**config.mk**
```make
export PLATFORM = sky130hd
export DESIGN_NAME = lsu_ctrl
export DESIGN_NICKNAME = d
export VERILOG_FILES = /design/src/rtl/lsu_ctrl.sv
export SDC_FILE = /design/constraint.sdc
export NUM_CORES = 1
export LEC_CHECK = 0
export BUFFER_PORTS_ARGS = -buffer_cell sky130_fd_sc_hd__buf_2
export CAP_MARGIN = 30
export CORE_ASPECT_RATIO = 1.5
export CORE_MARGIN = 3
export CORE_UTILIZATION = 35
export DETAILED_ROUTE_END_ITERATION = 10
export GPL_TIMING_DRIVEN = 0
export PLACE_DENSITY = 0.67
export RECOVER_POWER = 50
export SLEW_MARGIN = 0
export SYNTH_ARGS = -nofsm -noshare
export SYNTH_HDL_FRONTEND = slang
export SYNTH_SLANG_ARGS = --single-unit
```
**constraint.sdc**
```tcl
create_clock -name clk -period 1.6 [get_ports clk]
set_input_delay 0.08 -clock clk [delete_from_list [all_inputs] [get_ports clk]]
set_output_delay 0.08 -clock clk [all_outputs]
set_load 0.02 [all_outputs]
```
**src/rtl/lsu_ctrl.sv**
```systemverilog
// Load/store control stage: accepts one request, checks length/alignment/range,
// drives the byte-lane memory port for the needed cycles, and returns a result
// or an exception. Extension and byte steering live in the memory block.
`timescale 1ns/1ps

`ifndef ML_BYTE
`define ML_BYTE 2'd0
`endif
`ifndef ML_HALF
`define ML_HALF 2'd1
`endif
`ifndef ML_WORD
`define ML_WORD 2'd2
`endif

module lsu_ctrl #(
    parameter int ADDRW  = 12,
    parameter int RD_LAT = 1
) (
    input  logic             clk,
    input  logic             rst,
    // request from execute
    input  logic             req_valid,
    output logic             req_ready,
    input  logic             req_we,
    input  logic             req_sign,
    input  logic [1:0]       req_len,
    input  logic [31:0]      req_addr,
    input  logic [31:0]      req_wdata,
    // result to pipeline
    output logic             resp_valid,
    input  logic             resp_ready,
    output logic [31:0]      resp_rdata,
    output logic             resp_exc,
    output logic [1:0]       resp_cause,
    // memory port
    output logic             mem_we,
    output logic             mem_sign,
    output logic [1:0]       mem_length,
    output logic [ADDRW-1:0] mem_addr,
    output logic [31:0]      mem_wdata,
    input  logic [31:0]      mem_rdata
);

    typedef enum logic [1:0] {
        IDLE   = 2'd0,
        ACCESS = 2'd1,
        RESP   = 2'd2
    } state_t;

    localparam logic [1:0] CAUSE_NONE  = 2'd0;
    localparam logic [1:0] CAUSE_MISAL = 2'd1;
    localparam logic [1:0] CAUSE_RANGE = 2'd2;
    localparam logic [1:0] CAUSE_LEN   = 2'd3;

    // Count value on which the load data is valid at the memory port.
    localparam logic [1:0] LAST_CNT = 2'(RD_LAT);

    state_t           state_q, state_d;
    logic [1:0]       cnt_q, cnt_d;
    logic             we_q, we_d;
    logic             sign_q, sign_d;
    logic [1:0]       len_q, len_d;
    logic [ADDRW-1:0] addr_q, addr_d;
    logic [31:0]      wdata_q, wdata_d;
    logic [31:0]      rdata_q, rdata_d;
    logic             exc_q, exc_d;
    logic [1:0]       cause_q, cause_d;

    logic             len_bad;
    logic             misal;
    logic             out_rng;
    logic [1:0]       cause_in;

    // Request checks in priority order: illegal length, misalignment, range.
    always_comb begin
        len_bad  = (req_len != `ML_BYTE) && (req_len != `ML_HALF) && (req_len != `ML_WORD);
        misal    = ((req_len == `ML_HALF) && req_addr[0]) ||
                   ((req_len == `ML_WORD) && (req_addr[1:0] != 2'b00));
        out_rng  = (req_addr[31:ADDRW] != '0);
        cause_in = len_bad ? CAUSE_LEN   :
                   misal   ? CAUSE_MISAL :
                   out_rng ? CAUSE_RANGE : CAUSE_NONE;
    end

    // Next-state and datapath updates; everything holds unless a state acts on it.
    always_comb begin
        state_d = state_q;
        cnt_d   = cnt_q;
        we_d    = we_q;
        sign_d  = sign_q;
        len_d   = len_q;
        addr_d  = addr_q;
        wdata_d = wdata_q;
        rdata_d = rdata_q;
        exc_d   = exc_q;
        cause_d = cause_q;
        unique case (state_q)
            IDLE: begin
                if (req_valid) begin
                    // Only the in-range part of the address is kept; a request with
                    // nonzero upper bits never reaches ACCESS.
                    we_d    = req_we;
                    sign_d  = req_sign;
                    len_d   = req_len;
                    addr_d  = req_addr[ADDRW-1:0];
                    wdata_d = req_wdata;
                    rdata_d = '0;
                    cnt_d   = '0;
                    if (cause_in != CAUSE_NONE) begin
                        exc_d   = 1'b1;
                        cause_d = cause_in;
                        state_d = RESP;
                    end else begin
                        exc_d   = 1'b0;
                        cause_d = CAUSE_NONE;
                        state_d = ACCESS;
                    end
                end
            end
            ACCESS: begin
                if (we_q) begin
                    // Store: single write cycle, result data stays zero.
                    state_d = RESP;
                end else begin
                    cnt_d = cnt_q + 2'd1;
                    if (cnt_q == LAST_CNT) begin
                        rdata_d = mem_rdata;
                        state_d = RESP;
                    end
                end
            end
            RESP: begin
                if (resp_ready) state_d = IDLE;
            end
            default: state_d = IDLE;
        endcase
    end

    // State and latched-field registers with synchronous reset.
    always_ff @(posedge clk) begin
        if (rst) begin
            state_q <= IDLE;
            cnt_q   <= '0;
            we_q    <= 1'b0;
            sign_q  <= 1'b0;
            len_q   <= '0;
            addr_q  <= '0;
            wdata_q <= '0;
            rdata_q <= '0;
            exc_q   <= 1'b0;
            cause_q <= '0;
        end else begin
            state_q <= state_d;
            cnt_q   <= cnt_d;
            we_q    <= we_d;
            sign_q  <= sign_d;
            len_q   <= len_d;
            addr_q  <= addr_d;
            wdata_q <= wdata_d;
            rdata_q <= rdata_d;
            exc_q   <= exc_d;
            cause_q <= cause_d;
        end
    end

    // Handshakes come straight from state; memory fields hold their latched values,
    // only the write enable is qualified by ACCESS.
    always_comb begin
        req_ready  = (state_q == IDLE);
        resp_valid = (state_q == RESP);
        resp_rdata = rdata_q;
        resp_exc   = exc_q;
        resp_cause = cause_q;
        mem_we     = (state_q == ACCESS) && we_q;
        mem_sign   = sign_q;
        mem_length = len_q;
        mem_addr   = addr_q;
        mem_wdata  = wdata_q;
    end

endmodule

```
==> out/results.tsv, run 1 <==
stage	metric	value	unit
outcome	status	finished, final reports clean	
synthesis	main combinational cell family by area after synthesis	simple AND/OR/NAND/NOR gates	
floorplanning	CORE AREA	0.00931	mm2
synthesis	Post-synth EDFFs	0	
sta	Max Fclk	664	MHz
sta	Final Setup Violations	0	
cells_and_area	antenna diode count	0	
synthesis	Syn Area/Cell	8.23	um2
synthesis	Yosys warnings	0	
sta	Slew headroom	57.1	%
critical_path	critical path class	flop to primary output	
synthesis	Synth Area in Simple Gates	25.9	%
synthesis	Gate Count Post-Synth	409	
sta	Hold Fails Final Rpt	0	
power	pwr dens	1020	mW/mm2
synthesis	Post-Synth Adder-Cell Area	0.372	%
sta	minimum clock period	1.51	ns
global_route	first-pass GRT wire length	17.6	mm
floorplanning	Starting Density	36.2	%
synthesis	Yosys reg bits	87	
cts	Clock Latency Late Sink	0.33	ns
cts	clock buffer count from CTS	9	
power	logic gate share of total power	13.8	%
min_path	Hold WC Path Type	primary input to flop	
sta	RSZ-0062 raised after global routing	yes	
synthesis	synthesized area	0.00337	mm2
floorplanning	Die W	86.1	um
sta	count of final max-slew check failures	0	
sta	Clock Skews	0.0106	ns
place	Inst Count DP	708	
power	Leak	0.00213	uW
route	DRT iter0 DRCs	153	
place	pre-CTS setup slack	-0.0300	ns
power	sw power	1290	uW
sta	final setup margin	0.0938	ns
power	Clk pwr share	44.4	%
floorplanning	die area	0.0109	mm2
route	drt first pass iters	6	
floorplanning	die height	126	um
route	DRC	0	
cts	clk sink count	87	
floorplanning	number of cell rows	43	
route	Vias	3752	
route	Antenna Nets Post-Route	0	
route	post-DR vias/cell	4.78	
flow_run	Max-Cap Viols	0	
cells_and_area	Area Overhead vs Synth	59.3	%
route	final wirelength	10.8	mm
cells_and_area	layout cells sized above 1	25.0	%
cells_and_area	Layout Nets	773	
cells_and_area	Core Util, Final	57.6	%
power	Power Internal	4190	uW
synthesis	syn_nets	514	
power	Seq pwr share	41.9	%
global_route	initial antenna violation count	0	
floorplanning	# IOs	189	
cells_and_area	Finished Layout Cells	785	
cts	post-CTS setup buffers	0	
global_route	gr ovfl total	0	
critical_path	crit start category	flop	
place	Final HPWL DP	7.66	mm
global_route	GRT Util Overall	20.1	%
route	wire per inst	13.8	um
critical_path	crit path DAT	1.43	ns
synthesis	prevailing post-synth register cell	dfxtp_1	
critical_path	Critical Path Sink Type	primary output	
power	Peak VDD IR	0.638	mV
synthesis	post-synthesis mux area share	0.334	%
critical_path	CP max FO	10	
place	Final Wtd Congestion	0.778	
cts	CTS root buf	clkbuf_16	
synthesis	Unique masters post-synth	34	
cells_and_area	most frequent cells in the layout	nand2_1, buf_2, clkbuf_1	
critical_path	Req. time, crit path	1.52	ns
cts	CTS H-Tree Depth	3	
power	Switching Share	23.5	%
synthesis	Compound-Gate Fraction of Synth Area	16.1	%
synthesis	async set-reset flop share out of synthesis	0	%
cts	CTS tree	yes	
power	Pwr Total	5480	uW
sta	final worst path period share	94.1	%
synthesis	register area share after synthesis	51.7	%
synthesis	Synth Area in XOR/XNOR	0	%
cts	buffer depth of the longest clock path	2	
cts	Clock Pin Slew Worst Setup and Hold Paths	0.06	ns
sta	worst-margin pin slew	0.644	ns
global_route	pin count of the biggest net entering global routing	15	
cells_and_area	commonest non-fill, non-tap cell in the layout	nand2_1	
global_route	vias in the first global route	3802	
place	PortBufs	187	
## logic make-up after synthesis
group           after synthesis
simple gates                191
buf+inv                      36
flops                        87
mux                           1
fa+ha+maj                     1
compound gates               93
## worst paths after layout
path | from | to | slack, ns | cells after the start
worst min register to register | resp_rdata[20] | resp_rdata[20] | 0.45 | 2
worst max-delay path | state_q[1] | mem_we | 0.09 | 6
worst max register to register | state_q[1] | resp_rdata[3] | 0.10 | 6
worst min-delay path | mem_rdata[20] | resp_rdata[20] | 0.01 | 3
## critical path, cell delays in order, from the launching register on
cell       delay, ns
dfxtp_1         0.31
buf_6           0.13
nor2b_2         0.13
buf_6           0.13
clkbuf_16       0.15
and2_4          0.14
buf_6           0.11
## power groups by stage
| stage | Clock (uW) | Sequential, uW | Combinational (uW) |
|---|---|---|---|
| final | 2430 | 2290 | 754 |
| after global routing | 2590 | 2300 | 831 |
| after CTS | 2500 | 2290 | 772 |
| after detailed placement | 0 | 2340 | 653 |
| after global placement | 0 | 2340 | 645 |
| after floorplan | 0 | 2440 | 262 |
## per-stage QoR
stage                     setup TNS [ns]  hold slack, ns  cell area (um2)
after detailed placement         -0.0300           0.327             4440
final                                  0          0.0113             5360
after global placement           -0.0313           0.322             4440
after floorplan                        0           0.215             3370
after global routing             -0.0547          0.0153             5360
after CTS                              0        0.000153             5450
## Yosys cell counts, types with 4 or more instances
cell type	instances	area share [%]
a21oi_1	75	11
a21oi_2	8	2.1
nand2_1	131	15
nor2_1	7	0.78
nor4_1	4	0.74
nand3_1	23	3.4
buf_6	4	1.3
dfxtp_1	87	52
clkbuf_1	14	1.6
nand3_2	9	2.7
buf_2	12	1.8
## flip-flops by register name, indices dropped and copies added, names as in the netlist
name        flops
mem_sign        1
state_q         2
mem_length      2
resp_rdata     32
we_q            1
resp_exc        1
resp_cause      2
cnt_q           2
mem_addr       12
mem_wdata      32
## layout make-up
cell class / count / area, um2
Multi-Input combinational cell: 286 / 1450
Fill cell: 904 / 3950
Buffer: 32 / 196
Inverter: 3 / 11.3
Tap cell: 112 / 140
Timing Repair Buffer: 249 / 1460
Clock inverter: 5 / 104
Sequential cell: 87 / 1750
Clock buffer: 11 / 253
## metal layers
metal  GRT usage (%)  wire (um)  share of wire, %  up-vias
met3            2.29        535               5.0       36
met5               0          0                 0        -
met2            36.3       5690                53      132
met1            22.0       4090                38     1695
li1                -          -                 -     1889
met4            11.8        494               4.6        0
## what timing repair did
action	4_1_cts	5_1_grt
gates resized for setup	11	2
endpoints found under the hold margin	62	0
hold buffers	62	0
setup endpoints to repair	1	10
(Power assumes the default switching activity.)
==> run 2, diff against run 1 <==
--- a/config.mk
+++ b/config.mk
@@ -12,7 +12,7 @@
 export CORE_UTILIZATION = 35
 export DETAILED_ROUTE_END_ITERATION = 10
 export GPL_TIMING_DRIVEN = 0
-export PLACE_DENSITY = 0.67
+export PLACE_DENSITY = 0.66
 export RECOVER_POWER = 50
 export SLEW_MARGIN = 0
 export SYNTH_ARGS = -nofsm -noshare
==> constraint.sdc (replaced) <==
create_clock -name clk -period 1.6 [get_ports clk]
set_input_delay 0.32 -clock clk [delete_from_list [all_inputs] [get_ports clk]]
set_output_delay 0.32 -clock clk [all_outputs]
set_load 0.02 [all_outputs]
==> run 2 against run 1 <==
  * Die area unchanged
  * Sequential share of layout area increased by 4.2 points
  * Worst hold slack gained 0.21 ns
  * Worst setup slack worse by 0.037 ns
  * Critical path depth rose by 2
  * Sequential power is essentially flat
  * Clock power shrank 21%
  * Core utilization shrank 6.5 points
  * Cell count decreased by 7.1%
  * Via count shrank 5.7%
==> out/results.tsv, run 2 (synthesis gave the netlist of run 1 again) <==
stage	metric	value	unit	change
floorplanning	Die W	86.1	um	unchanged
global_route	first-pass GRT wire length	15.8	mm	was 17.6 mm
critical_path	critical path class	flop to flop		was flop to primary output
sta	Slew headroom	57.9	%	was 57.1%
floorplanning	CORE AREA	0.00931	mm2	unchanged
cells_and_area	Core Util, Final	51.1	%	was 57.6%
route	drt first pass iters	4		was 6
cts	Clock Pin Slew Worst Setup and Hold Paths	0.06	ns	about the same
cells_and_area	Area Overhead vs Synth	41.3	%	was 59.3%
sta	RSZ-0062 raised after global routing	yes		unchanged
cts	Post-CTS Hold Buffers	0		was 62
cts	CTS tree	yes		unchanged
global_route	pin count of the biggest net entering global routing	15		unchanged
cts	clock buffer count from CTS	9		unchanged
route	DRT iter0 DRCs	106		was 153
floorplanning	die area	0.0109	mm2	unchanged
floorplanning	number of cell rows	43		unchanged
floorplanning	Starting Density	36.2	%	unchanged
power	Peak VDD IR	0.599	mV	was 0.638 mV
min_path	Hold WC Path Type	primary input to flop		unchanged
floorplanning	# IOs	189		unchanged
power	Leak	0.00187	uW	was 0.00213 uW
cts	clk sink count	87		unchanged
sta	worst-margin pin slew	0.632	ns	was 0.644 ns
cells_and_area	commonest non-fill, non-tap cell in the layout	nand2_1		unchanged
place	Final Wtd Congestion	0.781		was 0.778
critical_path	Critical Path Sink Type	flop		was primary output
route	Antenna Nets Post-Route	0		unchanged
cells_and_area	antenna diode count	0		unchanged
global_route	vias in the first global route	3401		was 3802
cts	buffer depth of the longest clock path	2		unchanged
cells_and_area	layout cells sized above 1	29.0	%	was 25.0%
route	wire per inst	13.9	um	was 13.8 um
route	post-DR vias/cell	4.85		was 4.78
sta	count of final max-slew check failures	0		unchanged
place	PortBufs	187		unchanged
power	pwr dens	1030	mW/mm2	was 1020 mW/mm2
sta	Hold Fails Final Rpt	0		unchanged
cts	CTS H-Tree Depth	3		unchanged
global_route	initial antenna violation count	0		unchanged
critical_path	Req. time, crit path	1.86	ns	was 1.52 ns
sta	minimum clock period	1.54	ns	was 1.51 ns
cells_and_area	most frequent cells in the layout	nand2_1, buf_2, clkbuf_1		unchanged
cts	CTS root buf	clkbuf_16		unchanged
flow_run	Max-Cap Viols	0		unchanged
global_route	GRT Util Overall	18.4	%	was 20.1%
global_route	gr ovfl total	0		unchanged
floorplanning	die height	126	um	unchanged
sta	Max Fclk	648	MHz	was 664 MHz
critical_path	crit path DAT	1.80	ns	was 1.43 ns
route	final wirelength	10.1	mm	was 10.8 mm
cells_and_area	Layout Nets	717		was 773
sta	final worst path period share	96.4	%	was 94.1%
outcome	status	finished, final reports clean		unchanged
critical_path	crit start category	flop		unchanged
critical_path	CP max FO	6		was 10
sta	Final Setup Violations	0		unchanged
place	Final HPWL DP	7.70	mm	was 7.66 mm
route	DRC	0		unchanged
cells_and_area	filler cell count in the final layout	970		was 904
sta	post-route setup TNS	0	ns	unchanged
sta	Clock Skews	0.00466	ns	was 0.0106 ns
route	Vias	3539		was 3752
cts	Clock Latency Late Sink	0.34	ns	was 0.33 ns
-- run 2: cell types whose count changed in the layout (fill, tap and decap cells not counted), moves of 3 or more --
cell           change
clkinv_2           +3
clkbuf_4           +5
bufinv_16          -3
buf_2              -7
buf_4              +6
dlygate4sd3_1     -62
-- run 2: cell type report --
type	count	area, um2	area share [%]
buffer	30	191	4.02
clock buffer	10	239	5.02
multi-input combinational	286	1470	31.0
timing repair buffer	195	920	19.3
inverter	3	11.3	0.237
clock inverter	6	36.3	0.763
sequential	87	1750	36.7
tap	112	140	2.95
-- run 2: final timing paths --
check | start | slack (ns) | depth (start not counted) | end
setup / recovery | state_q[1] | 0.06 | 8 | resp_rdata[14]
hold / removal | req_wdata[30] | 0.22 | 3 | mem_wdata[30]
hold reg to reg | resp_rdata[30] | 0.45 | 2 | resp_rdata[30]
setup reg to reg | state_q[1] | 0.06 | 8 | resp_rdata[14]
-- run 2: stage by stage --
stage	std cells	worst slack (ns)	area, um2	power [uW]	hold slack [ns]
floorplan	409	0.0636	3370	2700	0.455
global placement	708	-0.227	4440	2980	0.435
detailed placement	708	-0.183	4440	2990	0.440
CTS	728	-0.0575	4800	4930	0.205
global route	729	-0.0199	4760	5100	0.218
finish	729	0.0569	4760	4880	0.217
-- run 2: critical path, stage by stage, from the launching register on --
cell and delay (ns):
dfxtp_2 0.31, buf_6 0.12, buf_6 0.13, nor3b_2 0.17
buf_6 0.15, o22a_4 0.20, buf_4 0.16, nand3_1 0.08
a21oi_1 0.15
-- run 2: per-layer routing --
metal,up-vias,global-route usage [%],wire length [um]
met3,24,2.36,533
met4,0,11.0,364
met1,1603,20.2,3920
met2,137,32.8,5310
met5,-,0,0
li1,1775,-,-
-- run 2: timing repair --
item | CTS | global route
endpoints found under the setup margin | 1 | 72
gates cloned | 0 | 1
resized for setup | 16 | 20
pin swaps | 2 | 6
setup buffers | 5 | 2
-- run 2: power breakdown --
part           internal [uW]  switching, uW
Clock                   1080            838
Sequential              2250           44.8
Combinational            258            407
Total                   3590           1290
